File: config.mk
export PLATFORM = sky130hd
export DESIGN_NAME = tp_sequencer
export DESIGN_NICKNAME = d
export VERILOG_FILES = /design/src/rtl/tp_sequencer.sv
export SDC_FILE = /design/constraint.sdc
export NUM_CORES = 1
export LEC_CHECK = 0
export ABC_AREA = 1
export CAP_MARGIN = 20
export CORE_UTILIZATION = 50
export DETAILED_ROUTE_END_ITERATION = 12
export DONT_BUFFER_PORTS = 1
export GPL_ROUTABILITY_DRIVEN = 0
export PLACE_DENSITY_LB_ADDON = 0.25
export SKIP_CTS_REPAIR_TIMING = 1
export SLEW_MARGIN = 25
export SYNTH_ARGS = -nofsm -noshare
export SYNTH_HDL_FRONTEND = slang
export SYNTH_SLANG_ARGS = --single-unit
File: constraint.sdc
create_clock -name clk -period 1.3 [get_ports clk]
set_input_delay 0.13 -clock clk [delete_from_list [all_inputs] [get_ports clk]]
set_output_delay 0.13 -clock clk [all_outputs]
set_load 0.03 [all_outputs]
File: src/rtl/tp_sequencer.sv
// rtl/tp_sequencer.sv - timepulse sequencer: divides clk into NUM_TP one-hot timepulses per memory cycle
// Outputs are registered one clock behind the internal state, so every output describes the same cycle.
module tp_sequencer #(
  parameter int NUM_TP = 12,
  parameter int DIV    = 2
) (
  input  logic              clk,
  input  logic              rst,
  input  logic              run,
  input  logic              step_req,
  input  logic              gojam,
  output logic [NUM_TP-1:0] tp,
  output logic [3:0]        tp_idx,
  output logic              tp_first,
  output logic              mct_end,
  output logic              step_ack,
  output logic              busy
);

  localparam int CW = (DIV > 1) ? $clog2(DIV) : 1;
  localparam logic [CW-1:0] CNT_MAX = CW'(DIV - 1);
  localparam logic [3:0]    IDX_MAX = 4'(NUM_TP - 1);

  typedef enum logic [1:0] {HALT, RUN, DRAIN, STEP} state_t;

  state_t            state;
  logic [CW-1:0]     div_cnt;
  logic [3:0]        idx;
  logic              step_armed;
  logic              jam_q;
  logic              tp_end;
  logic              mct_last;
  logic              active;
  logic [NUM_TP-1:0] one_hot;

  assign tp_end   = (div_cnt == CNT_MAX);
  assign mct_last = tp_end && (idx == IDX_MAX);
  assign active   = (state != HALT);

  always_comb begin
    one_hot      = '0;
    one_hot[idx] = 1'b1;
  end

  always_ff @(posedge clk or negedge rst) begin
    if (!rst) begin
      state      <= HALT;
      div_cnt    <= '0;
      idx        <= '0;
      step_armed <= 1'b1;
      jam_q      <= 1'b0;
      tp         <= '0;
      tp_idx     <= '0;
      tp_first   <= 1'b0;
      mct_end    <= 1'b0;
      step_ack   <= 1'b0;
      busy       <= 1'b0;
    end else begin
      tp       <= active ? one_hot : '0;
      tp_idx   <= active ? idx : 4'd0;
      // A restart marks the following cycle as a timepulse start even when it lands in HALT.
      tp_first <= (active && (div_cnt == '0)) || jam_q;
      mct_end  <= active && mct_last && !gojam;
      step_ack <= (state == STEP) && mct_last && !gojam;
      busy     <= active;
      jam_q    <= gojam;

      if (gojam) begin
        idx     <= '0;
        div_cnt <= '0;
        state   <= run ? RUN : HALT;
      end else begin
        if (active) begin
          if (tp_end) begin
            div_cnt <= '0;
            idx     <= (idx == IDX_MAX) ? 4'd0 : idx + 4'd1;
          end else begin
            div_cnt <= div_cnt + 1'b1;
          end
        end

        case (state)
          HALT: begin
            if (run) state <= RUN;
            else if (step_req && step_armed) state <= STEP;
            // Any request seen while halted is consumed; only a low sample re-arms.
            step_armed <= !step_req;
          end
          RUN: begin
            if (!run) state <= mct_last ? HALT : DRAIN;
          end
          DRAIN: begin
            if (run) state <= RUN;
            else if (mct_last) state <= HALT;
          end
          STEP: begin
            if (mct_last) state <= run ? RUN : HALT;
          end
          default: state <= HALT;
        endcase
      end
    end
  end

endmodule

==> key figures <==
Worst setup path
  • Crit. End Element: flip-flop
  • CP top delay family: simple AND/OR/NAND/NOR gates
  • R2R setup slack: 0.1 ns
  • R2r worst-path depth: 8
  • Worst path slowest cell: dfrtp_2
  • Buf/Inv on CP: 1
  • Critical path, cell by cell: nor2_4, nand3_1, nand2_1, inv_1, nand2_1, nand2_1, nand2_1, nand2_1
  • CP Max Fanout: 6
  • Worst path depth: 8
  • Worst Setup Start Kind: flip-flop
  • Critical path's most frequent cell: nand2_1
  • Worst Path Required: 1.51 ns
  • Worst path arrival time: 1.42 ns
  • Worst path max stage delay: 0.47 ns
  • Crit Path Class: flip-flop to flip-flop

Drt
  • Routed WL per cell: 12.75 um
  • Final ANT Viol Nets: 0
  • Violation count after the first detailed-route iteration: 15
  • WL final: 2.053 mm
  • Vias post-DR: 805
  • # DRC: 0
  • DR vias/cell: 5.000
  • Drt first pass iters: 6

Worst hold path
  • Worst Hold Class: input pin to flip-flop
  • Worst hold stages: 3

Logic synthesis
  • Sequential share of the synthesized area: 61.22%
  • Yosys warning total: 0
  • Post-Syn Area per Cell: 9.978 sq um
  • Syn Inst Count: 119
  • Syn Nets: 128
  • Flops & latches, synth: 29
  • Cell variety after synth: 23
  • Cell Area, Synth: 0.001187 sq mm

STA
  • Final Max Slew Viols: 0
  • Final hold vios: 0
  • Clock skew after layout: 0.005313 ns
  • Rel. slew slack: 80.73%
  • Part of the cycle the worst path needs: 92.60%
  • Fin crit period: 1.204 ns
  • Unrepaired setup endpoints after global routing: false
  • Hold WS: 0.04960 ns
  • Fmax: 0.8307 GHz
  • Final setup violation count: 0
  • Setup TNS: 0 ns
  • Worst Tran Pin Value: 0.2892 ns

Pwr
  • P per Cell Area: 1941 mW/mm^2
  • Static Leak: 0.6586 nW
  • Worst VDD drop: 1.117 mV

GRT
  • Global route overflow: 0
  • First-pass GRT wire length: 3.360 mm
  • GRT Util Overall: 18.35%
  • Largest net degree at the start of global routing: 30
  • Initial antenna violation count: 0
  • Vias in the first global route: 761

Die
  • Initial Util: 53.17%
  • Die area: 0.002574 sq mm
  • # IOs: 25
  • Rows: 17
  • Die Y: 50.73 um
  • Die W: 50.73 um
  • Core area: 0.002233 sq mm

Final layout
  • Antenna Cells: 0
  • # fillers: 196
  • Synth-to-layout area growth: 13.70%
  • Layout cells sized above 1: 17.29%
  • Post-layout util: 60.45%
  • Post-Layout Cell Count: 161
  • Nets: 141

Clock tree
  • H-tree depth: 2
  • Clk pin slew, worst setup/hold paths: 0.09 ns
  • Clock latency at the later pin of the worst-skew pair: 0.31 ns
  • Clk buf depth: 2
  • CTS tree: done
  • Num CTS Buffers: 5
  • Clock Tree Root: clkbuf_4
  • Clock Sinks: 29

Place
  • Placed insts: 147
  • I/O Buffers: 0
  • DPL Wire Length: 1.431 mm

Outcome
  • Status: finished, final reports clean

Job
  • Max-cap violations: 0
## final cells by class
type / count / area, sq um / area share (%)
inverters: 17 / 63.81 / 4.727
multi-input cells: 71 / 391.6 / 29.01
clock inverters: 2 / 10.01 / 0.7414
repair buffers: 8 / 80.08 / 5.931
flip-flops and latches: 29 / 728.2 / 53.94
well taps: 28 / 35.03 / 2.595
clock buffers: 6 / 41.29 / 3.058
## cell usage after synthesis, drive strengths merged
cell	n	area (sq um)
a21oi	2	10.01
buf	2	16.26
clkinv	1	3.750
dfrtp	28	700.7
dfstp	1	26.28
ha	4	50.05
inv	16	60.06
nand2	22	82.58
nand3	7	40.04
nand4	1	12.51
nor2	11	53.80
nor3	13	65.06
o21ai	8	43.79
o21bai	1	7.510
o22ai	1	6.260
xor2	1	8.760
## metrics by stage
step	worst slack [ns]	power (mW)	area, sq um
after CTS	0.05461	2.574	1272
after global placement	0.1076	2.041	1221
after floorplan	0.1852	1.915	1187
final	0.09614	2.621	1350
after detailed placement	0.06966	2.068	1221
after global routing	0.002812	2.806	1350
## metal layers
| metal | vias to the layer above | global-route usage [%] | share of wire, % |
|---|---|---|---|
| met4 | 0 | 11.11 | 0.54 |
| met2 | 25 | 28.00 | 49 |
| met5 | - | 0 | 0 |
| met3 | 2 | 5.758 | 4.6 |
| met1 | 370 | 22.55 | 46 |
| li1 | 408 | - | - |
## tightest hold or removal path, stage by stage
cell and delay (ns):
o21ai_0 0.07, nand3_1 0.08, nand2_1 0.05
## registers in the layout (all words and copies together), names as in the netlist
register	flops
step_armed	1
busy	1
mct_end	1
idx	4
state	2
tp_first	1
step_ack	1
div_cnt	1
tp	12
tp_idx	4
jam_q	1
## cell usage in the layout (no fill, tap or decap)
cell           count
clkbuf_4           5
dfstp_2            1
dfrtp_1           27
xor2_1             1
clkinv_2           2
dlygate4sd3_1      3
nand3_2            1
nand2_1           22
dfrtp_2            1
nor3_1            13
buf_12             1
ha_1               3
clkinv_1           1
nand4_4            1
o22ai_1            1
o21ai_0            4
nor2_4             1
nand3_1            6
o21ai_1            3
nor2_2             2
inv_2              2
buf_4              4
nor2_1             8
o21ai_2            1
clkbuf_1           1
ha_2               1
a21oi_1            2
inv_1             14
o21bai_1           1
## power breakdown
group | internal, mW | switching, mW
clock | 0.206 | 0.286
combinational | 0.277 | 0.468
sequential | 1.08 | 0.307
## final timing paths
path	startpoint	end
setup reg to reg	state[1]$_DFFE_PN0P_	state[0]$_DFFE_PN0P_
setup / recovery	state[1]$_DFFE_PN0P_	state[0]$_DFFE_PN0P_
hold reg to reg	jam_q$_DFF_PN0_	tp_first$_DFF_PN0_
max in group asynchronous	rst	step_armed$_DFFE_PN1N_
min in group asynchronous	rst	tp[7]$_DFF_PN0_
hold / removal	run	state[1]$_DFFE_PN0P_
## cells by family (layout without fill, tap and decap cells)
logic type	count (synthesis)	after routing	share of synthesized area [%]
buffers and inverters	19	33	6.743
AND/OR/NAND/NOR	54	54	21.39
flip-flops	29	29	61.22
adder cells (fa/ha/maj)	4	4	4.215
XOR/XNOR	1	1	0.7378
AO/OA/AOI/OAI	12	12	5.691
(Power assumes the default switching activity.)
